--- config.mk ---
export PLATFORM = sky130hd
export DESIGN_NAME = filter_schedule_ctrl
export DESIGN_NICKNAME = d
export VERILOG_FILES = /design/src/rtl/filter_sched_pkg.sv /design/src/rtl/filter_schedule_ctrl_tone.sv /design/src/rtl/filter_schedule_ctrl.sv
export SDC_FILE = /design/constraint.sdc
export NUM_CORES = 1
export LEC_CHECK = 0
export ABC_AREA = 0
export CAP_MARGIN = 20
export CORE_MARGIN = 3
export CORE_UTILIZATION = 25
export DETAILED_ROUTE_END_ITERATION = 7
export PLACE_DENSITY = 0.48
export SYNTH_ARGS = -nofsm -noshare
export SYNTH_HDL_FRONTEND = slang
export SYNTH_SLANG_ARGS = --single-unit
--- constraint.sdc ---
create_clock -name clk -period 2.2 [get_ports clk]
set_clock_uncertainty 0.05 [all_clocks]
set_input_delay 0.44 -clock clk [delete_from_list [all_inputs] [get_ports clk]]
set_output_delay 0.44 -clock clk [all_outputs]
set_load 0.02 [all_outputs]
--- src/rtl/filter_sched_pkg.sv ---
// ============================================================================
// Module      : filter_sched_pkg
// Description : Shared types and helpers for the filter schedule controller.
// Revision    : 1.0 - initial release
// ============================================================================
`default_nettype none

package filter_sched_pkg;

  typedef enum logic [1:0] {
    MANUAL  = 2'd0,
    AUDIO   = 2'd1,
    LOCKOUT = 2'd2
  } sched_state_t;

  typedef logic [1:0] filter_code_t;

  localparam filter_code_t FILTER_NONE = 2'd0;

  // Counter width able to hold 0..n-1, never narrower than one bit.
  function automatic int cnt_width(input int n);
    return (n > 1) ? $clog2(n) : 1;
  endfunction

endpackage

`default_nettype wire

--- src/rtl/filter_schedule_ctrl_tone.sv ---
// ============================================================================
// Module      : tone_stability_detector
// Description : Accepts a pitch flag only after STABLE_COUNT identical samples.
// Revision    : 1.0 - initial release
// ============================================================================
`default_nettype none

module tone_stability_detector
  import filter_sched_pkg::*;
#(
  parameter int STABLE_COUNT = 8
) (
  input  logic         clk,
  input  logic         reset,
  input  logic         clear,
  input  filter_code_t freq_flag,
  input  logic         freq_valid,
  output logic         tone_stable,
  output filter_code_t cand
);

  localparam int CNT_W = cnt_width(STABLE_COUNT + 1);
  localparam logic [CNT_W-1:0] CNT_MAX = CNT_W'(STABLE_COUNT);

  logic [CNT_W-1:0] cnt_q, cnt_d;
  filter_code_t     cand_q, cand_d;
  logic             stable_q, stable_d;

  always_comb begin
    cnt_d    = cnt_q;
    cand_d   = cand_q;
    if (clear) begin
      cnt_d  = '0;
      cand_d = FILTER_NONE;
    end else if (freq_valid) begin
      if (freq_flag == cand_q) begin
        if (cnt_q != CNT_MAX) cnt_d = cnt_q + CNT_W'(1);
      end else begin
        cand_d = freq_flag;
        cnt_d  = CNT_W'(1);
      end
    end
    // A silent flag can saturate the count but never reports a tone.
    stable_d = (cnt_d == CNT_MAX) && (cand_d != FILTER_NONE);
  end

  always_ff @(posedge clk) begin
    if (reset) begin
      cnt_q    <= '0;
      cand_q   <= FILTER_NONE;
      stable_q <= 1'b0;
    end else begin
      cnt_q    <= cnt_d;
      cand_q   <= cand_d;
      stable_q <= stable_d;
    end
  end

  assign tone_stable = stable_q;
  assign cand        = cand_q;

endmodule

`default_nettype wire

--- src/rtl/filter_schedule_ctrl.sv ---
// ============================================================================
// Module      : filter_schedule_ctrl
// Description : Arbitrates manual and audio filter selection, commits on frames.
// Revision    : 1.0 - initial release
// ============================================================================
`default_nettype none

module filter_schedule_ctrl
  import filter_sched_pkg::*;
#(
  parameter int STABLE_COUNT   = 8,
  parameter int HOLD_FRAMES    = 60,
  parameter int LOCKOUT_FRAMES = 120
) (
  input  logic       clk,
  input  logic       reset,
  input  logic       auto_en,
  input  logic [1:0] manual_filter,
  input  logic [1:0] freq_flag,
  input  logic       freq_valid,
  input  logic       sop_in,
  input  logic       ready_in,
  output logic [1:0] filter_num,
  output logic [1:0] mode,
  output logic       filter_changed,
  output logic       audio_active
);

  localparam int HOLD_W = cnt_width(HOLD_FRAMES);
  localparam int LOCK_W = cnt_width(LOCKOUT_FRAMES);
  localparam logic [HOLD_W-1:0] HOLD_RELOAD = HOLD_W'(HOLD_FRAMES - 1);
  localparam logic [LOCK_W-1:0] LOCK_RELOAD = LOCK_W'(LOCKOUT_FRAMES - 1);

  sched_state_t      state_q, state_d;
  logic [HOLD_W-1:0] hold_q, hold_d;
  logic [LOCK_W-1:0] lock_q, lock_d;
  filter_code_t      target_q, target_d;
  filter_code_t      manual_q;
  filter_code_t      filter_num_q, filter_num_d;
  logic              changed_q, changed_d;

  logic         frame_tick;
  logic         man_chg;
  logic         tone_stable;
  filter_code_t cand;
  filter_code_t pending;

  assign frame_tick = sop_in & ready_in;
  assign man_chg    = (manual_filter != manual_q);

  tone_stability_detector #(
    .STABLE_COUNT (STABLE_COUNT)
  ) u_tone_det (
    .clk         (clk),
    .reset       (reset),
    .clear       (state_q == LOCKOUT),
    .freq_flag   (freq_flag),
    .freq_valid  (freq_valid),
    .tone_stable (tone_stable),
    .cand        (cand)
  );

  // Pending filter comes from the pre-transition state so a frame never mixes.
  assign pending = (state_q == AUDIO) ? target_q : manual_filter;

  always_comb begin
    state_d  = state_q;
    hold_d   = hold_q;
    lock_d   = lock_q;
    target_d = target_q;
    case (state_q)
      MANUAL: begin
        if (auto_en && man_chg) begin
          state_d = LOCKOUT;
          lock_d  = LOCK_RELOAD;
        end else if (auto_en && tone_stable) begin
          state_d  = AUDIO;
          target_d = cand;
          hold_d   = HOLD_RELOAD;
        end
      end
      AUDIO: begin
        if (!auto_en) begin
          state_d = MANUAL;
        end else if (man_chg) begin
          state_d = LOCKOUT;
          lock_d  = LOCK_RELOAD;
        end else if (tone_stable) begin
          target_d = cand;
          hold_d   = HOLD_RELOAD;
        end else if (frame_tick) begin
          if (hold_q == '0) state_d = MANUAL;
          else              hold_d  = hold_q - HOLD_W'(1);
        end
      end
      LOCKOUT: begin
        if (!auto_en) begin
          state_d = MANUAL;
        end else if (man_chg) begin
          lock_d = LOCK_RELOAD;
        end else if (frame_tick) begin
          if (lock_q == '0) state_d = MANUAL;
          else              lock_d  = lock_q - LOCK_W'(1);
        end
      end
      default: state_d = MANUAL;
    endcase
  end

  always_comb begin
    filter_num_d = filter_num_q;
    changed_d    = 1'b0;
    if (frame_tick) begin
      filter_num_d = pending;
      changed_d    = (pending != filter_num_q);
    end
  end

  always_ff @(posedge clk) begin
    if (reset) begin
      state_q      <= MANUAL;
      hold_q       <= '0;
      lock_q       <= '0;
      target_q     <= FILTER_NONE;
      manual_q     <= FILTER_NONE;
      filter_num_q <= FILTER_NONE;
      changed_q    <= 1'b0;
    end else begin
      state_q      <= state_d;
      hold_q       <= hold_d;
      lock_q       <= lock_d;
      target_q     <= target_d;
      manual_q     <= manual_filter;
      filter_num_q <= filter_num_d;
      changed_q    <= changed_d;
    end
  end

  assign filter_num     = filter_num_q;
  assign mode           = state_q;
  assign filter_changed = changed_q;
  assign audio_active   = (state_q == AUDIO);

endmodule

`default_nettype wire

==> impl_metrics.ini <==
[grt]
antenna_found_initial = 0
grt_start_max_net_pins = 13
overflow = 0
grt_pass1_wl_mm = 6.86
grt.total_usage = 0.105
grt_pass1_vias = 1438

[clock_tree]
ctsHtreeMaxLevel = 2
clkLatencyLatePin_ns = 0.29
clockBufferDepth = 2
ctsRootBufferMaster = clkbuf_8
clock_sinks = 29
cts_buffers = 5
cts_tree = built
hold_buffers = 0
clkTransAtPathRegs_ns = 0.07
cts_setup_buffers = 0
post_cts_resized = 0

[timing]
fin_crit_sh = 0.936
relSlewSlack = 0.661
setup_viol = 0
finalMaxSlewViolations = 0
tns_ns = 0
worstMarginPinSlew_ns = 0.508
rsz0062_at_grt = no
timing.final.hold_violations = 0
layout_setup_ws_ns = 0.141
layout_min_cycle_time_ns = 2.06
fmaxAchievable_ghz = 0.486

[detailed_routing]
wire_per_inst_um = 12.5
wirelength_mm = 3.99
routed_via_density = 4.84
drt_iter0_drc = 64
ant_nets = 0
routed-via-count = 1550
first_pass_iters = 4
drc_errors = 0

[power_and_ir_drop]
p_per_area_nw_per_um2 = 627
leakagePower_uw = 0.000857
peakVddDrop_v = 0.000251

[worst_setup_path]
r2r_cells = 6
cp.required_ns = 1.71
cp-start-kind = flip-flop
cp-end-kind = primary output
path_max_fanout = 9
setup.worst_path.class = flip-flop to primary output
critical_path_arrival_ns = 1.57

[synth]
synth.distinct_cells = 52
synth-edff-count = 0
synthArstFlopShare = 0
yosysSeqAreaShare = 0.331
ys_warn_count = 0
avgSynthCellArea_um2 = 9.24
yosys.area.top_type_share = 0.331
ys_ff_latch = 29
synth_area_leaders = dfxtp_1 (33%), ha_1 (4.3%), mux2i_1 (4.0%), a211oi_1 (3.8%), buf_6 (3.2%)
synth_area_um2 = 1760
yosysTopAreaCell = dfxtp_1
syn_nets = 206
ys.flop_type = dfxtp_1
synth_cells = 190

[floorplanning]
core_area_um2 = 6570
dieHeight_um = 89.8
fp.dieW_um = 89.8
core.rowCount = 29
start_util = 0.267
ios = 16
die_area_um2 = 8060

[outcome]
outcome = completed

[final_layout]
diodes = 0
drive_above_1_share = 0.207
layout_common_cells = dfxtp_1 (29), buf_4 (24), clkdlybuf4s50_1 (15), inv_1 (11), nor3_1 (11)
nets = 242
area_growth_pct = 26.4
final_common_cell = dfxtp_1

[run]
max_cap_viol_count = 0

[placement]
gp_congestion = 0.771
place_ws_ns = 0.00530
hpwl_mm = 3.10
port_buffers = 15

[min_path]
whs_path_depth = 2
hold_class = flip-flop to flip-flop
==> report_power, final <==
group          switching (uW)  internal [uW]  leakage, uW
clock                     214            282    0.0000542
combinational             161            149     0.000565
sequential               31.3            554     0.000237
==> metrics by stage <==
step / hold WS (ns) / area, um^2 / total power, uW / cells / util
4_1_cts: 0.467 / 2220 / 1410 / 320 / 0.338
3_3_place_gp: 0.455 / 2120 / 907 / 312 / 0.323
5_1_grt: 0.506 / 2220 / 1480 / 320 / 0.338
2_1_floorplan: 0.410 / 1760 / 797 / 190 / -
3_5_place_dp: 0.458 / 2120 / 908 / 312 / 0.323
6_report: 0.470 / 2220 / 1390 / 320 / 0.338
==> layer usage <==
metal,GRT usage,vias to the layer above,share of wire
li1,-,794,-
met5,0,-,0
met3,0.0309,7,0.053
met4,0.0460,0,0.017
met2,0.154,34,0.42
met1,0.143,715,0.51
==> worst paths after layout <==
path                                start            to  slack (ns)
worst max-delay path              mode[1]  audio_active        0.14
worst min-delay path            hold_q[4]     hold_q[4]        0.47
worst max register to register  hold_q[0]     hold_q[2]        0.29
worst min register to register  hold_q[4]     hold_q[4]        0.47
==> kinds of logic (layout without fill, tap and decap cells) <==
kind of cell	count (synthesis)	count (layout)	synth area share
simple gates	72	72	0.252
compound gates	46	46	0.208
flops	29	29	0.331
buf+inv	21	58	0.0713
xor+xnor	8	8	0.0485
mux	8	8	0.0463
fa+ha+maj	6	6	0.0428
==> cell usage after synthesis (all sizes together) (6+ instances only) <==
cell type,n
inv,11
nor2,9
nor2b,8
xor2,6
ha,6
a21oi,8
nand2,7
dfxtp,29
buf,8
a211oi,9
nor3,12
mux2i,7
nor4,6
==> final cells by class <==
class,instances,area (um^2)
Fill cell,663,4350
Multi-Input combinational cell,140,1050
Sequential cell,29,581
Timing Repair Buffer,39,330
Tap cell,93,116
Clock buffer,7,96.3
Inverter,11,41.3
Clock inverter,1,5.00
==> critical path: stages (launching register included) <==
cell and delay [ns]:
dfxtp_1 0.39, nand2b_1 0.21, inv_1 0.09, clkdlybuf4s50_1 0.60
==> registers in the layout, summed over array words and instances, names as in the netlist <==
signal                  cells
target_q                    2
filter_num                  2
u_tone_det.cand             2
lock_q                      7
hold_q                      6
u_tone_det.tone_stable      1
mode                        2
u_tone_det.cnt_q            4
filter_changed              1
manual_q                    2
Power figures use the tool's default switching activity.
